File: src/rtl/rv32_mem_defs_pkg.sv
// ---------------------------------------------------------------------------
// rv32_mem_defs
//   Shared RV32I memory-access definitions: funct3 encodings for loads and
//   stores, LSU state encoding, and decode helpers for illegal/misaligned
//   accesses. Reused by the decode stage and the load/store unit.
// ---------------------------------------------------------------------------
package rv32_mem_defs;

    // Load funct3 encodings
    localparam logic [2:0] F3_LB  = 3'd0;
    localparam logic [2:0] F3_LH  = 3'd1;
    localparam logic [2:0] F3_LW  = 3'd2;
    localparam logic [2:0] F3_LBU = 3'd4;
    localparam logic [2:0] F3_LHU = 3'd5;

    // Store funct3 encodings
    localparam logic [2:0] F3_SB  = 3'd0;
    localparam logic [2:0] F3_SH  = 3'd1;
    localparam logic [2:0] F3_SW  = 3'd2;

    // Access size lives in funct3[1:0] for both loads and stores
    localparam logic [1:0] SZ_HALF = 2'b01;
    localparam logic [1:0] SZ_WORD = 2'b10;

    typedef enum logic [1:0] {
        ST_IDLE = 2'd0,
        ST_RD   = 2'd1,
        ST_WR   = 2'd2,
        ST_DONE = 2'd3
    } lsu_state_e;

    // Loads allow 0,1,2,4,5; stores allow 0,1,2 only.
    function automatic logic f3_illegal(input logic is_store, input logic [2:0] f3);
        if (is_store) begin
            return f3 > F3_SW;
        end
        return (f3 == 3'd3) || (f3 == 3'd6) || (f3 == 3'd7);
    endfunction

    // Halfword needs addr[0]=0, word needs addr[1:0]=0; bytes are always aligned.
    function automatic logic f3_misaligned(input logic [2:0] f3, input logic [1:0] addr_lo);
        return ((f3[1:0] == SZ_HALF) && addr_lo[0]) ||
               ((f3[1:0] == SZ_WORD) && (addr_lo != 2'b00));
    endfunction

endpackage

File: src/rtl/lsu_mem_master_lane_align.sv
// ---------------------------------------------------------------------------
// lsu_lane_align
//   Purely combinational byte-lane logic for the LSU (little-endian).
//   Ports:
//     addr_i       [1:0]  byte offset within the word
//     funct3_i     [2:0]  RV32I load/store funct3
//     old_word_i   [31:0] word read from memory
//     store_data_i [31:0] store data (low byte/half used for SB/SH)
//     load_data_o  [31:0] selected lane, sign/zero extended
//     store_word_o [31:0] old word with the addressed lane(s) replaced
// ---------------------------------------------------------------------------
module lsu_lane_align
    import rv32_mem_defs::*;
(
    input  logic [1:0]  addr_i,
    input  logic [2:0]  funct3_i,
    input  logic [31:0] old_word_i,
    input  logic [31:0] store_data_i,
    output logic [31:0] load_data_o,
    output logic [31:0] store_word_o
);

    logic [7:0]  byte_sel;
    logic [15:0] half_sel;

    always_comb begin
        // NOTE: every output of a combinational block gets a default first,
        // otherwise an uncovered case path would infer a latch.
        byte_sel     = old_word_i[{addr_i, 3'b000} +: 8];
        half_sel     = addr_i[1] ? old_word_i[31:16] : old_word_i[15:0];
        load_data_o  = '0;
        store_word_o = old_word_i;

        case (funct3_i)
            F3_LB:   load_data_o = {{24{byte_sel[7]}}, byte_sel};
            F3_LH:   load_data_o = {{16{half_sel[15]}}, half_sel};
            F3_LW:   load_data_o = old_word_i;
            F3_LBU:  load_data_o = {24'd0, byte_sel};
            F3_LHU:  load_data_o = {16'd0, half_sel};
            default: load_data_o = '0;
        endcase

        // Store funct3 0/1/2 share encodings with LB/LH/LW.
        case (funct3_i)
            F3_SB:   store_word_o[{addr_i, 3'b000} +: 8] = store_data_i[7:0];
            F3_SH:   store_word_o[{addr_i[1], 4'b0000} +: 16] = store_data_i[15:0];
            F3_SW:   store_word_o = store_data_i;
            default: store_word_o = old_word_i;
        endcase
    end

endmodule

File: src/rtl/lsu_mem_master.sv
// ---------------------------------------------------------------------------
// lsu_mem_master
//   RV32I memory-stage load/store unit driving a word-wide data memory with
//   no byte enables. Sub-word stores are read-modify-write. One request in
//   flight at a time; misaligned and illegal accesses never touch memory.
//   Parameter:
//     MEM_RD_LATENCY  cycles mem_read is held before mem_rdata is sampled (1..4)
//   Ports:
//     clk, rst_n                      clock, async active-low reset
//     req_valid/req_ready             request handshake (accept in IDLE)
//     req_is_store, req_funct3        operation
//     req_addr, req_wdata             byte address, store data
//     resp_valid                      one-cycle completion pulse
//     resp_rdata                      extended load data (0 for stores/errors)
//     resp_misaligned, resp_illegal   error flags, valid with resp_valid
//     mem_read, mem_write             data memory strobes (never both high)
//     mem_addr, mem_wdata, mem_rdata  word-aligned address, write/read data
// ---------------------------------------------------------------------------
module lsu_mem_master
    import rv32_mem_defs::*;
#(
    parameter int unsigned MEM_RD_LATENCY = 1
)
(
    input  logic        clk,
    input  logic        rst_n,
    input  logic        req_valid,
    output logic        req_ready,
    input  logic        req_is_store,
    input  logic [2:0]  req_funct3,
    input  logic [31:0] req_addr,
    input  logic [31:0] req_wdata,
    output logic        resp_valid,
    output logic [31:0] resp_rdata,
    output logic        resp_misaligned,
    output logic        resp_illegal,
    output logic        mem_read,
    output logic        mem_write,
    output logic [31:0] mem_addr,
    output logic [31:0] mem_wdata,
    input  logic [31:0] mem_rdata
);

    localparam logic [1:0] CNT_LAST = 2'(MEM_RD_LATENCY - 1);

    lsu_state_e  state_q;
    logic [31:0] addr_q;
    logic [2:0]  funct3_q;
    logic        is_store_q;
    logic [31:0] wdata_q;
    logic [31:0] word_q;       // word to write in WR
    logic [31:0] rdata_q;      // load result presented in DONE
    logic        misaligned_q;
    logic        illegal_q;
    logic [1:0]  cnt_q;

    logic [31:0] load_data;
    logic [31:0] store_word;
    logic        req_illegal;
    logic        req_misaligned;

    assign req_illegal    = f3_illegal(req_is_store, req_funct3);
    assign req_misaligned = f3_misaligned(req_funct3, req_addr[1:0]);

    lsu_lane_align u_lane_align (
        .addr_i       (addr_q[1:0]),
        .funct3_i     (funct3_q),
        .old_word_i   (mem_rdata),
        .store_data_i (wdata_q),
        .load_data_o  (load_data),
        .store_word_o (store_word)
    );

    always_ff @(posedge clk or negedge rst_n) begin
        if (!rst_n) begin
            state_q      <= ST_IDLE;
            addr_q       <= '0;
            funct3_q     <= '0;
            is_store_q   <= 1'b0;
            wdata_q      <= '0;
            word_q       <= '0;
            rdata_q      <= '0;
            misaligned_q <= 1'b0;
            illegal_q    <= 1'b0;
            cnt_q        <= '0;
        end else begin
            // NOTE: state registers use non-blocking assignment so every
            // register samples the pre-edge values, independent of order.
            case (state_q)
                ST_IDLE: begin
                    if (req_valid) begin
                        addr_q       <= req_addr;
                        funct3_q     <= req_funct3;
                        is_store_q   <= req_is_store;
                        wdata_q      <= req_wdata;
                        word_q       <= req_wdata;
                        rdata_q      <= '0;
                        cnt_q        <= '0;
                        illegal_q    <= req_illegal;
                        // Illegal wins: a bad funct3 has no meaningful size.
                        misaligned_q <= !req_illegal && req_misaligned;
                        if (req_illegal || req_misaligned) begin
                            state_q <= ST_DONE;
                        end else if (req_is_store && (req_funct3 == F3_SW)) begin
                            state_q <= ST_WR;
                        end else begin
                            state_q <= ST_RD;
                        end
                    end
                end
                ST_RD: begin
                    if (cnt_q == CNT_LAST) begin
                        if (is_store_q) begin
                            word_q  <= store_word;
                            state_q <= ST_WR;
                        end else begin
                            rdata_q <= load_data;
                            state_q <= ST_DONE;
                        end
                    end else begin
                        cnt_q <= cnt_q + 2'd1;
                    end
                end
                ST_WR:   state_q <= ST_DONE;
                ST_DONE: state_q <= ST_IDLE;
                default: state_q <= ST_IDLE;
            endcase
        end
    end

    // Outputs decode registered state only; reset drops mem_write at once.
    assign req_ready       = (state_q == ST_IDLE);
    assign mem_read        = (state_q == ST_RD);
    assign mem_write       = (state_q == ST_WR);
    assign mem_addr        = (mem_read || mem_write) ? {addr_q[31:2], 2'b00} : '0;
    assign mem_wdata       = mem_write ? word_q : '0;
    assign resp_valid      = (state_q == ST_DONE);
    assign resp_rdata      = resp_valid ? rdata_q : '0;
    assign resp_misaligned = resp_valid && misaligned_q;
    assign resp_illegal    = resp_valid && illegal_q;

endmodule

File: config.mk
export PLATFORM = sky130hd
export DESIGN_NAME = lsu_mem_master
export DESIGN_NICKNAME = d
export VERILOG_FILES = /design/src/rtl/rv32_mem_defs_pkg.sv /design/src/rtl/lsu_mem_master_lane_align.sv /design/src/rtl/lsu_mem_master.sv
export SDC_FILE = /design/constraint.sdc
export NUM_CORES = 1
export LEC_CHECK = 0
export CAP_MARGIN = 25
export CORE_AREA = 2 2 211 109
export CTS_BUF_LIST = sky130_fd_sc_hd__clkbuf_4
export DETAILED_ROUTE_END_ITERATION = 6
export DIE_AREA = 0 0 213 111
export PLACE_DENSITY_LB_ADDON = 0.15
export RECOVER_POWER = 25
export SKIP_LAST_GASP = 1
export SYNTH_ARGS = -nofsm -noshare
export SYNTH_HDL_FRONTEND = slang
export SYNTH_SLANG_ARGS = --single-unit
File: constraint.sdc
create_clock -name clk -period 8.01 [get_ports clk]
set_input_delay 1.602 -clock clk [delete_from_list [all_inputs] [get_ports clk]]
set_output_delay 1.602 -clock clk [all_outputs]
set_load 0.03 [all_outputs]
==> results.json <==
{
  "status": "finished, violations left",
  "failed_checks": "capacitance limit, slew limit",
  "hold_buffers": 0,
  "multiInputGateArea_sq_um": 3830,
  "vias": 6671,
  "io_pins": 205,
  "slew_viol_final": 65,
  "cpMaxStageDelayCell": "clkbuf_1",
  "fill_cells": 2137,
  "die_area_sq_um": 23600,
  "num_rows": 39,
  "dr.pass1.iters": 5,
  "finalSetupViolCount": 0,
  "cp_max_fo": 64,
  "post_cts_buffers": 0,
  "max_stage_delay_ns": 2.49,
  "crit_path_end_kind": "async pin",
  "min_period_over_period": 0.616,
  "fin_ws_ns": 3.07,
  "finalCriticalPeriod_ns": 4.94,
  "cts_tree": "done",
  "cts_buffers": 17,
  "drcViolationCount": 0,
  "required_ns": 8.73,
  "fmax_mhz": 203,
  "seq_area_sq_um": 3450,
  "hold_violations": 0,
  "p_per_area_nw_per_um2": 435,
  "dp.cells": 1179,
  "finalWirelength_um": 27200,
  "tns_ns": 0,
  "cts.sinks": 138,
  "dr.first_iter.drc_count": 650,
  "worstHoldPathType": "flip-flop to flip-flop",
  "avgSynthCellArea_sq_um": 10.6,
  "core_area_sq_um": 22100,
  "diodes": 0,
  "start_util": 0.341,
  "grt_first_pass_wirelength_um": 41000,
  "synthCells": 714,
  "gp_congestion": 0.855,
  "cp_cell_sequence": "clkbuf_1 > clkbuf_1 > buf_16",
  "ctsResizeCount": 0,
  "drive_gt1_frac": 0.152,
  "rsz0062_at_grt": "false",
  "grt_pass1_vias": 6414,
  "wl_per_cell_um": 22.3,
  "dp_worst_setup_slack_ns": 3.91,
  "worstSetupPathType": "primary input to async pin",
  "tightest_slew_ns": 3.59,
  "postSynth.asyncResetShare": 1.00,
  "crit_path_start_kind": "primary input",
  "cts_buffer_depth": 2,
  "synth-seq-cells": 138,
  "final_cell_mix": "clkdlybuf4s50_1, dfrtp_1, and2_1",
  "synth_edf_count": 0,
  "antenna_found_initial": 1,
  "ant_nets": 0,
  "layout_commonest_cell": "clkdlybuf4s50_1",
  "ir_drop_mv": 0.180,
  "power_uw": 4450,
  "critPathMostFrequentCell": "clkbuf_1",
  "max-slew-margin-rel": -1.40,
  "synth_area_sq_um": 7540,
  "htreeDepth": 4,
  "viasPerCell": 5.48,
  "overflow": 0,
  "die_h_um": 111,
  "grt_max_degree": 76,
  "worstPathArrival_ns": 5.66,
  "max_cap_viol_count": 1,
  "clk_latency_ns": 0.56,
  "placed_area_sq_um": 9790,
  "syn2layout_area_growth_pct": 35.5,
  "synth_ff_type": "dfrtp_1",
  "grt_util_all_layers": 0.233,
  "finClkSkew_ns": 0.0222,
  "power_leakage_uw": 0.00404,
  "fp.dieW_um": 213,
  "port_buffers": 202,
  "ys_seq_area_frac": 0.458,
  "clk_pin_slew_ns": 0.14,
  "synth.distinct_cells": 58,
  "final_cells": 1217,
  "nets": 1011,
  "cts_root_buf": "clkbuf_4",
  "yosys_warnings": 0,
  "fin_area_sq_um": 10200,
  "dp_hpwl_um": 19700
}
==> metal layers <==
layer | vias up | wire [um] | global-route usage | share of wire
li1 | 3011 | - | - | -
met1 | 3318 | 13500 | 0.371 | 0.50
met2 | 323 | 10100 | 0.281 | 0.37
met3 | 19 | 3350 | 0.0958 | 0.12
met4 | 0 | 257 | 0.0494 | 0.0095
met5 | - | 0 | 0 | 0
==> sequential cells by signal (all words and copies together) (netlist names) <==
name / flops
funct3_q: 3
rdata_q: 32
illegal_q: 1
misaligned_q: 1
is_store_q: 1
addr_q: 32
cnt_q: 2
state_q: 2
wdata_q: 32
word_q: 32
==> kinds of logic (layout without fill, tap and decap cells) <==
| kind of cell | after synthesis | after routing | synth area share |
|---|---|---|---|
| mux | 92 | 92 | 0.136 |
| buf+inv | 61 | 256 | 0.0340 |
| compound gates | 165 | 165 | 0.173 |
| flops | 138 | 138 | 0.458 |
| fa+ha+maj | 10 | 10 | 0.0166 |
| simple gates | 247 | 247 | 0.181 |
| other cells | 1 | 2 | 0.000498 |
==> worst paths after layout <==
path	startpoint	end	slack, ns	cells after the start
setup / recovery	rst_n	word_q[3]	3.07	3
hold / removal	illegal_q	illegal_q	0.49	2
setup reg to reg	state_q[1]	rdata_q[20]	4.93	7
hold reg to reg	illegal_q	illegal_q	0.49	2
max in group clk	state_q[1]	mem_addr[29]	3.58	4
min in group asynchronous	rst_n	addr_q[8]	2.26	1
==> through the flow <==
step,util,hold WS (ns)
floorplan,-,0.441
global placement,0.443,0.464
detailed placement,0.443,0.465
CTS,0.457,0.497
global route,0.462,0.510
finish,0.462,0.491
==> critical path: cells and delay by family <==
kind | cells | cell delay, ns
buf+inv | 3 | 4.01
==> cells in the mapped netlist, types with 10 or more instances <==
cell,n,share of area
clkbuf_1,39,0.019
nand2_1,35,0.017
and2_1,97,0.081
mux2_2,76,0.11
o21ai_0,17,0.011
dfrtp_1,138,0.46
nand2b_1,14,0.012
nor2_1,39,0.019
nor3_1,37,0.025
a211oi_1,18,0.018
a21oi_1,18,0.012
a221oi_1,30,0.035
mux2i_1,15,0.020
ha_1,10,0.017
o211ai_1,10,0.010
a22oi_1,14,0.014
==> area by class of cell <==
| cell class | count | area share |
|---|---|---|
| repair buffers | 215 | 0.215 |
| clock buffers | 18 | 0.0132 |
| multi-input cells | 516 | 0.375 |
| clock inverters | 13 | 0.0173 |
| flip-flops and latches | 138 | 0.338 |
| inverters | 10 | 0.00367 |
| well taps | 307 | 0.0376 |
==> where the power goes <==
| part | internal (uW) | switching (uW) | total [uW] |
|---|---|---|---|
| registers | 1040 | 313 | 1360 |
| logic | 1120 | 1450 | 2570 |
| clock network | 247 | 274 | 521 |
(Power assumes the default switching activity.)
